### src/rtl/sel_scan_pkg.sv
// Shared types and constants for the select/latch scan controller.
// Imported by the round-robin picker and the controller top.
package sel_scan_pkg;

    localparam int N_CH = 3;
    localparam logic [1:0] SEL_ILLEGAL = 2'b11;

    typedef enum logic [1:0] {
        IDLE  = 2'd0,
        OPEN  = 2'd1,
        CLOSE = 2'd2
    } sel_scan_state_t;

endpackage

### src/rtl/sel_scan_next.sv
// Combinational round-robin picker over the enabled channels.
// first_i picks the lowest enabled index, else the next one above sel_i.
module sel_scan_next
    import sel_scan_pkg::*;
(
    input  logic [N_CH-1:0] mask_i,
    input  logic [1:0]      sel_i,
    input  logic            first_i,
    output logic [1:0]      nxt_o
);

    logic [1:0] c1;
    logic [1:0] c2;

    // Pick the lowest set bit, or walk upward from sel_i with 2->0 wrap.
    always_comb begin
        c1    = (sel_i >= 2'd2) ? 2'd0 : sel_i + 2'd1;
        c2    = (c1 == 2'd2) ? 2'd0 : c1 + 2'd1;
        nxt_o = sel_i;
        if (first_i) begin
            if (mask_i[0])      nxt_o = 2'd0;
            else if (mask_i[1]) nxt_o = 2'd1;
            else if (mask_i[2]) nxt_o = 2'd2;
            else                nxt_o = 2'd0;
        end else begin
            if (mask_i[c1])      nxt_o = c1;
            else if (mask_i[c2]) nxt_o = c2;
            else                 nxt_o = sel_i;
        end
    end

endmodule

### src/rtl/sel_scan_ctrl.sv
// Scans enabled channels: holds le open for dwell+1 cycles, then
// closes it for one cycle while presenting a captured sample.
module sel_scan_ctrl
    import sel_scan_pkg::*;
#(
    parameter int DATA_W  = 2,
    parameter int DWELL_W = 4
) (
    input  logic               clk,
    input  logic               rst_n,
    input  logic               start,
    input  logic               stop,
    input  logic [2:0]         mask,
    input  logic [DWELL_W-1:0] dwell,
    input  logic [DATA_W-1:0]  idata0,
    input  logic [DATA_W-1:0]  idata1,
    input  logic [DATA_W-1:0]  idata2,
    output logic [1:0]         sel,
    output logic               le,
    output logic [DATA_W-1:0]  odata,
    output logic               ovalid,
    output logic               busy
);

    sel_scan_state_t state_q, state_d;

    logic [1:0]         sel_q, sel_d;
    logic [2:0]         mask_q, mask_d;
    logic [DWELL_W-1:0] dwell_q, dwell_d;
    logic [DWELL_W-1:0] cnt_q, cnt_d;
    logic [DATA_W-1:0]  odata_q, odata_d;
    logic               stop_pend_q, stop_pend_d;

    logic              go;
    logic              done;
    logic              leave;
    logic [2:0]        pick_mask;
    logic [1:0]        pick_nxt;
    logic [DATA_W-1:0] sample;

    assign go    = start & ~stop & (|mask);
    assign done  = (cnt_q == dwell_q);
    assign leave = stop_pend_q | stop;

    // In IDLE the live mask feeds the picker; mask_q is not loaded yet.
    assign pick_mask = (state_q == IDLE) ? mask : mask_q;

    sel_scan_next u_next (
        .mask_i  (pick_mask),
        .sel_i   (sel_q),
        .first_i (state_q == IDLE),
        .nxt_o   (pick_nxt)
    );

    // Data mux for the channel currently being held open.
    always_comb begin
        sample = idata2;
        unique case (sel_q)
            2'd0:    sample = idata0;
            2'd1:    sample = idata1;
            default: sample = idata2;
        endcase
    end

    // State register.
    always_ff @(posedge clk or negedge rst_n) begin
        if (!rst_n) state_q <= IDLE;
        else        state_q <= state_d;
    end

    // Next-state logic.
    always_comb begin
        state_d = state_q;
        unique case (state_q)
            IDLE:    if (go) state_d = OPEN;
            OPEN:    if (done) state_d = CLOSE;
            CLOSE:   state_d = leave ? IDLE : OPEN;
            default: state_d = IDLE;
        endcase
    end

    // Outputs decoded from state plus the registered select and sample.
    always_comb begin
        le     = (state_q == OPEN);
        ovalid = (state_q == CLOSE);
        busy   = (state_q != IDLE);
        sel    = sel_q;
        odata  = odata_q;
    end

    // Datapath registers.
    always_ff @(posedge clk or negedge rst_n) begin
        if (!rst_n) begin
            sel_q       <= '0;
            mask_q      <= '0;
            dwell_q     <= '0;
            cnt_q       <= '0;
            odata_q     <= '0;
            stop_pend_q <= 1'b0;
        end else begin
            sel_q       <= sel_d;
            mask_q      <= mask_d;
            dwell_q     <= dwell_d;
            cnt_q       <= cnt_d;
            odata_q     <= odata_d;
            stop_pend_q <= stop_pend_d;
        end
    end

    // Datapath next values: capture at start, count, sample, advance.
    always_comb begin
        sel_d       = sel_q;
        mask_d      = mask_q;
        dwell_d     = dwell_q;
        cnt_d       = cnt_q;
        odata_d     = odata_q;
        stop_pend_d = stop_pend_q;
        unique case (state_q)
            IDLE: begin
                if (go) begin
                    mask_d      = mask;
                    dwell_d     = dwell;
                    sel_d       = pick_nxt;
                    cnt_d       = '0;
                    stop_pend_d = 1'b0;
                end
            end
            OPEN: begin
                if (stop) stop_pend_d = 1'b1;
                if (done) odata_d = sample;
                else      cnt_d = cnt_q + DWELL_W'(1);
            end
            CLOSE: begin
                cnt_d = '0;
                if (leave) stop_pend_d = 1'b0;
                else       sel_d = pick_nxt;
            end
            default: begin
                cnt_d = '0;
            end
        endcase
    end

endmodule

### config.mk
export PLATFORM = sky130hd
export DESIGN_NAME = sel_scan_ctrl
export DESIGN_NICKNAME = d
export VERILOG_FILES = /design/src/rtl/sel_scan_pkg.sv /design/src/rtl/sel_scan_next.sv /design/src/rtl/sel_scan_ctrl.sv
export SDC_FILE = /design/constraint.sdc
export NUM_CORES = 1
export LEC_CHECK = 0
export CAP_MARGIN = 30
export CELL_PAD_IN_SITES_DETAIL_PLACEMENT = 0
export CELL_PAD_IN_SITES_GLOBAL_PLACEMENT = 1
export CORE_ASPECT_RATIO = 0.75
export CORE_UTILIZATION = 25
export DETAILED_ROUTE_END_ITERATION = 8
export GPL_TIMING_DRIVEN = 0
export PLACE_DENSITY_LB_ADDON = 0.08
export SLEW_MARGIN = 40
export SYNTH_ARGS = -nofsm -noshare
export SYNTH_HDL_FRONTEND = slang
export SYNTH_SLANG_ARGS = --single-unit
### constraint.sdc
create_clock -name clk -period 2.2 [get_ports clk]
set_input_delay 0.44 -clock clk [delete_from_list [all_inputs] [get_ports clk]]
set_output_delay 0.44 -clock clk [all_outputs]
set_load 0.005 [all_outputs]
==> metrics.txt, run 1 <==
leak pwr=0.568 nW; Critical Path Start Type=register; CP Max Fanout=8; CP cell instances=or2b_4 > inv_1 > clkdlybuf4s50_1; Primary FF master, synth=dfrtp_1; clock transition at the registers of the reported paths=roughly 0.07 ns; Placer Congestion=~0.7; switching power share of the total=37.2%; Die X=75.8 um; Post-Layout Cell Count=176; Worst-Margin Slew=0.645 ns; initial antenna violation count=0; number of max-cap violations=0; most frequent cells in the layout=clkdlybuf4s50_1 (22), dfrtp_1 (18), mux2_2 (8), nand2_1 (7), o21ai_0 (7); Internal=about 1.2 mW; final setup fails=0; TritonCTS clock tree=yes; WP buf/inv=2; # IOs=24; family with the most delay on the worst path=buffers and inverters; die area=between 4000 and 5000 um2; vias in the first global route=704; Netlist cell types=35; Post-Synthesis Cell Area=1020 um2; Starting Density=27.0%; mean area per synthesized cell=10.5 um2; PwrDens=1320 nW/um2; worst setup margin=0.0830 ns; CTS Sinks=18; Arr. time, crit path=approximately 1.7 ns; worst endpoint required time=1.76 ns; synthesis-stage register bit count=18; Post-Synthesis Cells=97; antenna viol nets, final=0; total power=1.84 mW; crit end category=primary output; RSZ-0062 raised after global routing=no; WS Path Type=register to primary output; number of synthesis warnings=0; Hold Fails Final Rpt=0; placed insts=172; Post-CTS Setup Bufs=0; r2r setup slk=0.19 ns; slowest cell delay on critical path=0.51 ns; final instance area=around 1400 um2; CTS Root Cell=clkbuf_8; Die H=~57 um; vias per inst=4.64; Hold Crit Class=input port to asynchronous set/reset pin; WL/cell=12.9 um; DRT Pass-1 Iters=4; clock power share=14.7%; Crit path depth=3; Final Cycle Share=96.2%; share of layout cells above drive strength 1=approximately 18%; worst vdd ir=0.346 mV; outcome=complete, no violations; Synth async-reset ratio=100%; DP Wirelength=1.76 mm; Sw Pwr=0.683 mW; total grt overflow=0; worst r2r dst=sel[1]; Synth Net Count=between 100 and 150; Reg power frac=between 30% and 40%; R2R depth=5; row count=19; max-slew violation count=0; DP Area=1320 um2; slowest CP cell=clkdlybuf4s50_1; Max Clk Rate=472 MHz; Tmin final=2.12 ns; core footprint=about 3800 um2; n_diodes=0; Slew HR=a little under three fifths; final wirelength=2.28 mm; H-tree levels=1; Port Buffers=23; total number of vias=817; Max Root-Sink Buffers=2; Post-synth EDFFs=0; Hold Slack=0.112 ns; worst r2r src=sel[1]; Setup WS pre-CTS=-0.0535 ns; Worst Setup SP=state_q[1]; maximum number of pins on one net before global-route repair=19; sequential share of the synthesized area=44.1%; Clk Latency, worst-skew pair=0.25 ns; first-pass GRT wire length=3.61 mm; CTS Buf Count=3; GRT Util Overall=11.8%; Area Overhead vs Synth=35.9%; DRC=0; final clock skew=0.00334 ns; combinational share of power=50.6%; initial DRC count=21; commonest non-fill, non-tap cell in the layout=clkdlybuf4s50_1; Nets=143; end point of the critical path=le
==> registers in the layout, summed over array words and instances, names as in the netlist <==
| name | count |
|---|---|
| odata | 2 |
| mask_q | 3 |
| sel | 2 |
| cnt_q | 4 |
| stop_pend_q | 1 |
| dwell_q | 4 |
| state_q | 2 |
==> logic make-up after synthesis <==
| logic type | after synthesis | share of synthesized area, % |
|---|---|---|
| AOI/OAI and AO/OA | 21 | 13.7 |
| DFF | 18 | 44.1 |
| and+or+nand+nor | 31 | 18.2 |
| buffers and inverters | 8 | 3.79 |
| adders and majority gates | 1 | 1.22 |
| muxes | 13 | 14.7 |
| xor gates and xnor gates | 5 | 4.28 |
==> power groups by stage <==
stage	clock (mW)	sequential (mW)	combinational (mW)
CTS	0.284	0.636	0.928
global placement	0	0.640	0.909
floorplan	0	0.607	0.632
detailed placement	0	0.642	0.910
global route	0.308	0.663	1.04
finish	0.271	0.637	0.931
==> area by class of cell <==
cell class / count / area (um2)
Timing Repair Buffer: 23 / 225
Fill cell: 378 / 2390
Clock buffer: 4 / 55.1
Tap cell: 52 / 65.1
Inverter: 4 / 15.0
Multi-Input combinational cell: 71 / 548
Sequential cell: 18 / 450
Buffer: 4 / 30.0
==> per-layer routing <==
| metal | vias to the layer above | share of wire (%) | track usage [%] |
|---|---|---|---|
| met1 | 391 | 51 | 17.3 |
| met3 | 2 | 4.5 | 4.42 |
| li1 | 411 | - | - |
| met5 | - | 0 | 0 |
| met4 | 0 | 0.70 | 3.97 |
| met2 | 13 | 44 | 15.5 |
==> stage by stage <==
step | setup TNS (ns) | util, %
floorplan | 0 | -
global placement | -1.84 | 34.9
detailed placement | -0.314 | 34.9
CTS | 0 | 36.4
global route | 0 | 36.7
finish | 0 | 36.7
==> synthesized netlist by cell type (2+ instances only) <==
cell	instances	area share (%)
mux2_2	8	8.8
nand3b_1	2	1.5
nor4_1	2	1.2
nor2b_1	3	1.8
a21oi_1	4	2.0
nand3_1	5	2.4
clkbuf_1	2	0.73
mux2i_1	3	2.9
or4_1	2	1.5
nor3b_1	2	1.5
dfrtp_1	18	44
o21ai_0	7	3.4
nor2_1	4	1.5
inv_1	4	1.5
nand2_1	7	2.6
mux2_4	2	2.9
xor2_1	4	3.4
==> how the worst min path moves through the flow <==
stage                 end  slack (ns)  cells past startpoint
2_1_floorplan    cnt_q[0]        0.14                      0
3_3_place_gp     odata[1]        0.50                      1
3_5_place_dp   dwell_q[0]        0.41                      1
4_1_cts        dwell_q[0]        0.13                      1
5_1_grt        dwell_q[2]        0.13                      1
6_report       dwell_q[0]        0.11                      1
==> timing repair <==
| item | 4_1_cts | 5_1_grt |
|---|---|---|
| hold buffers | 0 | 0 |
| gates resized for setup | 2 | 4 |
| endpoints found under the hold margin | 0 | 0 |
| pin swaps | 0 | 0 |
| endpoints found under the setup margin | 2 | 2 |
No activity file was read; power rests on OpenSTA's default activity.
==> run 2: changes to the inputs <==
- SLEW_MARGIN: 40 -> 20
==> run 2 against run 1 <==
Non-clock buffer count unchanged. Highest routed layer unchanged. Critical endpoint unchanged. Clock skew down 0.0024 ns. Wire length increased by 0.70%.
==> metrics.txt, run 2 (same netlist as run 1, synthesis figures left out) <==
core footprint=3780 um2; crit end category=primary output; final clock skew=0.000968 ns; H-tree levels=1; CTS Sinks=18; final wirelength=2.29 mm; vias in the first global route=711; Post-CTS Setup Bufs=0; row count=19; DP Wirelength=1.76 mm; die area=roughly 4400 um2; max-slew violation count=0; vias per inst=4.62; share of layout cells above drive strength 1=16.9%; DRC=0; Nets=143; outcome=complete, no violations; Critical Path Start Type=register; RSZ-0062 raised after global routing=yes; Storage cell area=approximately 450 um2; worst vdd ir=0.387 mV; initial DRC count=17; Tmin final=about 2.1 ns; TritonCTS clock tree=yes; Setup TNS Final=0 ns; Starting Density=about 27%; commonest non-fill, non-tap cell in the layout=clkdlybuf4s50_1; Hold Crit Class=register to register; CTS Root Cell=clkbuf_8; Clk Latency, worst-skew pair=0.25 ns; first-pass GRT wire length=3.64 mm; Hold Fails Final Rpt=0; Port Buffers=23; worst endpoint required time=1.76 ns; Max Root-Sink Buffers=2; Max Clk Rate=472 MHz; Area Overhead vs Synth=36.0%; Arr. time, crit path=between 1.5 and 2 ns; Die H=between 50 and 60 um; leak pwr=0.567 nW; initial antenna violation count=0; top flop regs=cnt_q (4), dwell_q (4), mask_q (3); # IOs=24; final setup fails=0; CP Max Fanout=8; total power=1.84 mW; number of max-cap violations=0; Slew HR=43.6%; Die X=between 70 and 80 um; CTS Buf Count=3; DRT Pass-1 Iters=3; n_diodes=0; maximum number of pins on one net before global-route repair=19; Final Cycle Share=96.3%; antenna viol nets, final=0; clock transition at the registers of the reported paths=0.07 ns; FILL cells=386; PwrDens=1320 nW/um2; total grt overflow=0; WL/cell=13.0 um; most frequent cells in the layout=clkdlybuf4s50_1 (23), dfrtp_1 (18), mux2_2 (8), nand2_1 (7), o21ai_0 (7); GRT Util Overall=11.8%; Placer Congestion=0.716; Multi-input gate area=548 um2; Worst-Margin Slew=0.844 ns; WS Path Type=register to primary output; total number of vias=813
-- run 2: cell count changes in the layout (fill, tap and decap cells not counted), sizes merged --
cell and delta:
buf -1, clkdlybuf4s50 +1
-- run 2: critical path, cell delays in order, from the launching register on --
cell             delay, ns
dfrtp_1               0.48
or2b_4                0.34
inv_1                 0.10
clkdlybuf4s50_1       0.51
-- run 2: per-layer routing --
layer | vias to the layer above | global-route usage (%) | share of wire (%)
met2 | 11 | 15.8 | 44
met4 | 0 | 3.97 | 0.70
met1 | 386 | 17.4 | 51
li1 | 414 | - | -
met3 | 2 | 4.24 | 3.8
met5 | - | 0 | 0
-- run 2: final cells by class --
type,instances,share of cell area [%]
timing repair buffer,23,16.6
multi-input combinational,71,39.4
sequential,18,32.4
tap,52,4.68
inverter,4,1.08
clock buffer,4,3.96
buffer,4,1.89
-- run 2: worst paths after layout --
path | from | endpoint | slack, ns | cells past startpoint
max | state_q[1] | le | 0.08 | 3
min | odata[0] | odata[0] | 0.51 | 1
max reg2reg | sel[0] | sel[1] | 0.18 | 5
min reg2reg | odata[0] | odata[0] | 0.51 | 1
min in group asynchronous | rst_n | dwell_q[0] | 0.67 | 1
max in group asynchronous | rst_n | stop_pend_q | 1.01 | 1
-- run 2: through the flow --
| stage | hold WS (ns) | setup WS [ns] | util, % | instances | area (um2) |
|---|---|---|---|---|---|
| floorplan | 0.144 | 0.446 | - | 97 | 1020 |
| global placement | 0.502 | -0.274 | 34.9 | 172 | 1320 |
| detailed placement | 0.508 | -0.283 | 34.9 | 172 | 1320 |
| CTS | 0.520 | 0.0385 | 36.6 | 176 | 1380 |
| global route | 0.550 | -0.00668 | 36.8 | 176 | 1390 |
| finish | 0.514 | 0.0820 | 36.8 | 176 | 1390 |
-- run 2: report_power, final --
group / total [mW] / switching (mW) / internal [mW]
clock: 0.271 / 0.112 / 0.159
sequential: 0.636 / 0.146 / 0.491
combinational: 0.928 / 0.427 / 0.501
-- run 2: what timing repair did --
action | CTS | global route
endpoints found under the setup margin | 8 | 2
pin swaps | 0 | 0
gates resized for setup | 3 | 3
hold buffers | 0 | 0
==> run 3: changes to the inputs <==
- CTS_BUF_LIST: not set -> sky130_fd_sc_hd__clkbuf_4 sky130_fd_sc_hd__clkbuf_8
==> results of run 3 <==
The final DEF is identical to that of run 2; final timing and power are the same.
